--- src/rtl/decim_sampler.sv ---
// rtl/decim_sampler.sv - Sample decimator: emits the last sample (pick) or the sum (accumulate) of each N-sample window.
module decim_sampler #(
    parameter int WIDTH   = 8,
    parameter int RATIO_W = 4
) (
    input  logic                       clk,
    input  logic                       rst,
    input  logic                       en_i,
    input  logic                       clr_i,
    input  logic [RATIO_W-1:0]         ratio_i,
    input  logic                       mode_i,
    input  logic [WIDTH-1:0]           din_i,
    input  logic                       din_vld_i,
    output logic [WIDTH+RATIO_W-1:0]   dout_o,
    output logic                       dout_vld_o
);

    localparam int OW = WIDTH + RATIO_W;

    typedef enum logic {
        IDLE = 1'b0,
        ACC  = 1'b1
    } state_t;

    state_t              state_q;
    logic [RATIO_W-1:0]  cnt_q;
    logic [RATIO_W-1:0]  nlat_q;
    logic                mode_q;
    logic [OW-1:0]       acc_q;
    logic [OW-1:0]       dout_q;
    logic                dout_vld_q;

    logic                accept_d;
    logic [RATIO_W-1:0]  neff_d;
    logic [OW-1:0]       din_ext_d;
    logic [OW-1:0]       sum_d;
    logic                last_d;

    // A window never holds more than 2^RATIO_W-1 samples, so OW bits cannot overflow.
    always_comb begin
        accept_d  = en_i & din_vld_i & ~clr_i;
        neff_d    = (ratio_i < RATIO_W'(2)) ? RATIO_W'(1) : ratio_i;
        din_ext_d = OW'(din_i);
        sum_d     = acc_q + din_ext_d;
        last_d    = (cnt_q == (nlat_q - RATIO_W'(1)));
    end

    always_ff @(posedge clk or negedge rst) begin
        if (!rst) begin
            state_q    <= IDLE;
            cnt_q      <= '0;
            nlat_q     <= RATIO_W'(1);
            mode_q     <= 1'b0;
            acc_q      <= '0;
            dout_q     <= '0;
            dout_vld_q <= 1'b0;
        end else begin
            dout_vld_q <= 1'b0;
            if (clr_i) begin
                state_q <= IDLE;
                cnt_q   <= '0;
                acc_q   <= '0;
            end else if (accept_d) begin
                case (state_q)
                    IDLE: begin
                        if (neff_d == RATIO_W'(1)) begin
                            dout_q     <= din_ext_d;
                            dout_vld_q <= 1'b1;
                        end else begin
                            state_q <= ACC;
                            cnt_q   <= RATIO_W'(1);
                            acc_q   <= din_ext_d;
                            nlat_q  <= neff_d;
                            mode_q  <= mode_i;
                        end
                    end
                    ACC: begin
                        if (last_d) begin
                            dout_q     <= mode_q ? sum_d : din_ext_d;
                            dout_vld_q <= 1'b1;
                            state_q    <= IDLE;
                            cnt_q      <= '0;
                            acc_q      <= '0;
                        end else begin
                            cnt_q <= cnt_q + RATIO_W'(1);
                            acc_q <= sum_d;
                        end
                    end
                    default: state_q <= IDLE;
                endcase
            end
        end
    end

    assign dout_o     = dout_q;
    assign dout_vld_o = dout_vld_q;

endmodule
--- config.mk ---
export PLATFORM = sky130hd
export DESIGN_NAME = decim_sampler
export DESIGN_NICKNAME = d
export VERILOG_FILES = /design/src/rtl/decim_sampler.sv
export SDC_FILE = /design/constraint.sdc
export NUM_CORES = 1
export LEC_CHECK = 0
export CELL_PAD_IN_SITES_DETAIL_PLACEMENT = 2
export CELL_PAD_IN_SITES_GLOBAL_PLACEMENT = 2
export CORE_AREA = 4 4 87 89
export DETAILED_ROUTE_END_ITERATION = 8
export DIE_AREA = 0 0 91 93
export MAX_ROUTING_LAYER = met4
export PLACE_DENSITY_LB_ADDON = 0.1
export SYNTH_ARGS = -nofsm -noshare
export SYNTH_HDL_FRONTEND = slang
export SYNTH_SLANG_ARGS = --single-unit
--- constraint.sdc ---
create_clock -name clk -period 2.3 [get_ports clk]
set_clock_uncertainty 0.05 [all_clocks]
set_input_delay 0.46 -clock clk [delete_from_list [all_inputs] [get_ports clk]]
set_output_delay 0.46 -clock clk [all_outputs]
set_load 0.01 [all_outputs]
# == Word level (Yosys, flattened, before mapping) ==
# Index checks and enable logic that the tools add are counted.
# totals
regBits,35
inputBits,18
output_inout_bits,13
wordCells,50
# classes
n_addsub,3
magnitude_cmp,1
eq_ne,5
muxes,25
n_bitwise,5
reduce_logical,4
# op_table
op,count
12-bit 2-to-1 mux,7
12-bit case mux with 2 select lines,2
4-bit 2-to-1 mux,5
12-bit by 8-bit adder with 12-bit output,1
1-bit 2-to-1 mux,8
4-bit case mux with 2 select lines,1
4-bit AND reduction,2
"4-bit by 1-bit adder with 4-bit output, second input constant",1
"4-bit by 1-bit equality test with 1-bit output, second input constant",1
4-bit equality test,1
"4-bit by 2-bit less-than comparator with 1-bit output, second input constant",1
1-bit case mux with 2 select lines,2
"4-bit by 1-bit subtractor with 4-bit output, second input constant",1
"3-bit != test, second input constant",1
1-bit inverter,3
1-bit AND,2
"2-bit by 1-bit != test with 1-bit output, second input constant",1
"2-bit != test, second input constant",1
2-bit AND reduction,1
2-bit nonzero test,1

# == Longest topological paths before layout ==
# depth
depth_word,7
depth_mapped,9

# == Worst setup path after synthesis ==
# Ideal clock, no wire load.
# synth_timing
path_type,in2reg
start,input din_i[0]
end,register acc_q[10]
setup_time_ps,82
arrival_time_ps,2157
slack_ps,11
stages,8
path_buffers,0
path_cell_list,ha_1 -> fa_1 -> a21o_1 -> a221oi_2 -> o21ai_1 -> and3_1 -> nand2b_1 -> a31oi_1
# synth_via
elab_chain_len,5
# synth_rtl
item,line_no,rtl
from (decl),12,"input logic [WIDTH-1:0] din_i,"
12-bit by 8-bit adder with 12-bit output,44,sum_d = acc_q + din_ext_d;
12-bit 2-to-1 mux,78,if (last_d) begin
12-bit case mux with 2 select lines,64,case (state_q)
12-bit 2-to-1 mux,63,end else if (accept_d) begin
12-bit 2-to-1 mux,59,if (clr_i) begin
to (signal assigned),72,acc_q <= din_ext_d;
to (signal assigned),86,acc_q <= sum_d;
to (decl),29,logic [OW-1:0] acc_q;
# No other way between the ends. The select of a mux whose other input is x is not followed.
# A chain may end at the register's enable or synchronous reset.

# == Worst setup path in the final report ==
# layout_timing
start,input din_i[1]
end,register acc_q[7]
# The elaborated chain is that of the path after synthesis.

==> reports/qor.log <==
INFO  cts            tritoncts_num_sinks=35
INFO  setup_path     critical_path_peak_fanout=4
INFO  timing         timing.final.crit_period=2270ps
INFO  global_route   global_route_wire_length_before_repair=11.2mm
INFO  cts            insertion_delay=290ps
INFO  routing        route.detailed.wl_per_inst=18.3um
INFO  synth          post_synth_num_cell_types=47
INFO  setup_path     cp.arrival=2390ps
INFO  routing        vias=1902
INFO  layout         layout.nets=308
INFO  die            design.die.area=8460squm
INFO  routing        first_iter_violations=59
INFO  die            die_height=93um
INFO  cts            clk_pin_slew=80ps
INFO  layout         fillerInstances=728
INFO  placed_design  gp_congestion=0.788
INFO  pwr            comb_power_share=0.310
INFO  global_route   grt.total_usage=0.172
INFO  timing         finalSetupViolCount=0
INFO  setup_path     crit_type=in -> reg
INFO  timing         tightest_slew=573ps
INFO  die            io_pins=31
INFO  synth          synth_warnings=0
INFO  cts            clock-root-buffer=sky130_fd_sc_hd__clkbuf_8
INFO  synth          synth-seq-area-share=0.435
INFO  outcome        status=completed
INFO  synth          ys_top_cells_by_area=sky130_fd_sc_hd__dfrtp_1 42%, sky130_fd_sc_hd__ha_1 6.2%, sky130_fd_sc_hd__o21ai_0 5.5%
INFO  setup_path     cp-start-kind=input port
INFO  synth          synth_enable_flop_cells=0
INFO  timing         relSlewSlack=0.617
INFO  setup_path     setup.worst_path.end_class=flip-flop
INFO  routing        drt_pass1_iterations=4
INFO  pwr            vdd.ir_drop.worst=286uV
INFO  layout         antennaDiodeCount=0
INFO  timing         fmaxAchievable=440MHz
INFO  placed_design  place.port_buffers=30
INFO  synth          synth_top_flop_cell=sky130_fd_sc_hd__dfrtp_1
INFO  die            placeableCoreArea=6760squm
INFO  setup_path     r2r.worst_path.cells=8
INFO  placed_design  post-place-cells=347
INFO  synth          synth.largest_area_cell=sky130_fd_sc_hd__dfrtp_1
INFO  setup_path     critPathRequiredTime=2420ps
INFO  routing        detail_route.wirelength=6.58mm
INFO  synth          mappedNetlistArea=2020squm
INFO  pwr            power.density=644nW/um^2
INFO  synth          synth-seq-cells=35
INFO  pwr            seq_power_share=0.396
INFO  timing         post-route-period-util=0.988
INFO  global_route   first_global_vias=2117
INFO  routing        avgViaCountPerCell=5.28
INFO  cts            clock_tree_from_tritoncts=yes
INFO  layout         finish.cell_count_without_fillers=360
INFO  pwr            switching_share=0.303
INFO  global_route   grt_antenna_before_repair=0
INFO  global_route   grt_start_max_net_pins=17
INFO  global_route   grt_remaining_overflow=0
INFO  synth          postSynthNetCount=237
INFO  pwr            clock_power_share=0.294
INFO  synth          synth_largest_type_area_fraction=0.422
INFO  cts            maximum_level_of_the_cts_h_tree=2
INFO  die            floorplan.initialDensity=0.298
INFO  run            drv_cap=0
INFO  timing         timing.final.hold_violations=0
INFO  timing         maxSlewViolCount=0
INFO  cts            cts_made_buffers=5
INFO  timing         whs=41.4ps
INFO  worst_hold_path hold_path.class=in -> async
INFO  synth          netlist_instances=208
INFO  pwr            switchingPower=0.581mW
INFO  die            fp.dieW=91um
INFO  routing        remaining_drc_errors=0
INFO  synth          synth_area_per_cell=9.69squm
INFO  layout         share_of_final_layout_standard_cells_stronger_than_drive_strength_1=0.286
INFO  cts            clock_tree.buffer_depth=2
INFO  pwr            cellInternalPower=1.34mW
INFO  placed_design  hpwlAfterDp=4.91mm
INFO  timing         setup_repair_after_global_routing_missed_its_margin=true
INFO  pwr            leakage=1.31nW
INFO  die            num_rows=30
INFO  synth          async_flop_share=1.00
INFO  layout         flow.area_growth_from_synthesis=47.6%
INFO  routing        postRouteAntennaNets=0
## power by group through the flow
stage          Clock, mW  Sequential [mW]  Combinational (mW)
5_1_grt            0.608            0.772               0.656
6_report           0.563            0.759               0.595
3_5_place_dp           0            0.772               0.535
3_3_place_gp           0            0.768               0.518
2_1_floorplan          0            0.780               0.240
4_1_cts            0.584            0.763               0.560
## stage by stage
step | setup TNS [ps] | utilization | cell area (sq um) | power (mW) | setup slack (ps)
after detailed placement | -7700 | 0.391 | 2640 | 1.31 | -608
after floorplan | 0 | - | 2020 | 1.02 | 11.4
after global routing | -236 | 0.440 | 2980 | 2.04 | -105
final | 0 | 0.440 | 2980 | 1.92 | 27.4
after global placement | -7110 | 0.391 | 2640 | 1.29 | -565
after CTS | -4.48 | 0.421 | 2840 | 1.91 | -4.48
## synth_stat cells (2+ instances only)
cell / number
sky130_fd_sc_hd__a31oi_1: 2
sky130_fd_sc_hd__nor2_1: 15
sky130_fd_sc_hd__clkbuf_1: 3
sky130_fd_sc_hd__xnor2_1: 7
sky130_fd_sc_hd__a21o_1: 3
sky130_fd_sc_hd__a21oi_1: 13
sky130_fd_sc_hd__mux2_2: 3
sky130_fd_sc_hd__nand2_1: 22
sky130_fd_sc_hd__nor3_1: 5
sky130_fd_sc_hd__mux2i_1: 2
sky130_fd_sc_hd__a22oi_1: 5
sky130_fd_sc_hd__o22ai_1: 2
sky130_fd_sc_hd__nor4_1: 2
sky130_fd_sc_hd__a222oi_1: 3
sky130_fd_sc_hd__o211ai_1: 3
sky130_fd_sc_hd__o21ai_0: 22
sky130_fd_sc_hd__nand3_1: 7
sky130_fd_sc_hd__ha_1: 10
sky130_fd_sc_hd__xor2_1: 7
sky130_fd_sc_hd__o21ai_1: 2
sky130_fd_sc_hd__dfrtp_1: 34
sky130_fd_sc_hd__o21a_1: 2
sky130_fd_sc_hd__inv_1: 7
sky130_fd_sc_hd__nor2b_1: 2
sky130_fd_sc_hd__nand2b_1: 3
## area by class of cell
cell class                 instances  area [sq um]  area share
multi-input combinational        160          1260       0.422
timing repair buffer              69           606       0.204
sequential                        35           877       0.295
clock buffer                       7          76.3      0.0257
clock inverter                     1          30.0      0.0101
tap                               80           100      0.0336
inverter                           8          30.0      0.0101
## placed cells by master (no fill, tap or decap), types with 3 or more instances in the layout
master / count
sky130_fd_sc_hd__a21o_1: 3
sky130_fd_sc_hd__a21oi_1: 11
sky130_fd_sc_hd__a222oi_1: 3
sky130_fd_sc_hd__a22oi_1: 5
sky130_fd_sc_hd__buf_4: 38
sky130_fd_sc_hd__clkbuf_8: 5
sky130_fd_sc_hd__clkdlybuf4s50_1: 23
sky130_fd_sc_hd__dfrtp_1: 34
sky130_fd_sc_hd__dlymetal6s2s_1: 3
sky130_fd_sc_hd__ha_1: 5
sky130_fd_sc_hd__ha_4: 5
sky130_fd_sc_hd__inv_1: 7
sky130_fd_sc_hd__mux2_2: 3
sky130_fd_sc_hd__nand2_1: 22
sky130_fd_sc_hd__nand3_1: 5
sky130_fd_sc_hd__nor2_1: 13
sky130_fd_sc_hd__nor3_1: 4
sky130_fd_sc_hd__o211ai_1: 3
sky130_fd_sc_hd__o21ai_0: 20
sky130_fd_sc_hd__o21ai_2: 3
sky130_fd_sc_hd__xnor2_1: 7
sky130_fd_sc_hd__xor2_1: 6
## logic make-up after synthesis
logic type / synth area share
flip-flops: 0.435
AND/OR/NAND/NOR: 0.148
XOR/XNOR: 0.0720
adder cells (fa/ha/maj): 0.0720
AO/OA/AOI/OAI: 0.217
multiplexers: 0.0267
buffers and inverters: 0.0286
## flip-flops by register name (all words and copies together) (netlist names)
signal      count
acc_q          12
mode_q          1
dout_vld_o      1
cnt_q           4
dout_o         12
state_q         1
nlat_q          4
## final timing paths
kind                               to  startpoint  slack [ps]
min in group clk            dout_o[0]   dout_o[0]         430
max in group asynchronous  dout_o[10]         rst        1640
setup / recovery             acc_q[7]    din_i[1]          30
setup reg to reg             acc_q[7]    acc_q[1]          60
hold / removal                 mode_q         rst          40
hold reg to reg             dout_o[0]   dout_o[0]         430
## critical path, stage by stage
cell	delay, ps
sky130_fd_sc_hd__dlygate4sd2_1	290
sky130_fd_sc_hd__ha_1	310
sky130_fd_sc_hd__a21oi_2	240
sky130_fd_sc_hd__nor2_2	100
sky130_fd_sc_hd__buf_4	150
sky130_fd_sc_hd__o41ai_4	300
sky130_fd_sc_hd__xnor2_1	180
sky130_fd_sc_hd__a222oi_1	290
sky130_fd_sc_hd__inv_1	80
## what timing repair did
| action | 4_1_cts | 5_1_grt |
|---|---|---|
| endpoints found under the setup margin | 15 | 17 |
| buffers inserted | 0 | 5 |
| gates resized for setup | 18 | 18 |
| hold buffers | 0 | 0 |
| pin swaps | 6 | 17 |
## per-layer routing
metal / up-vias / global-route usage / wire length (um)
li1: 898 / - / -
met1: 965 / 0.217 / 3090
met2: 32 / 0.283 / 3190
met3: 7 / 0.0354 / 213
met4: 0 / 0.0465 / 89
met5: - / - / 0
No activity file was read; power rests on OpenSTA's default activity.
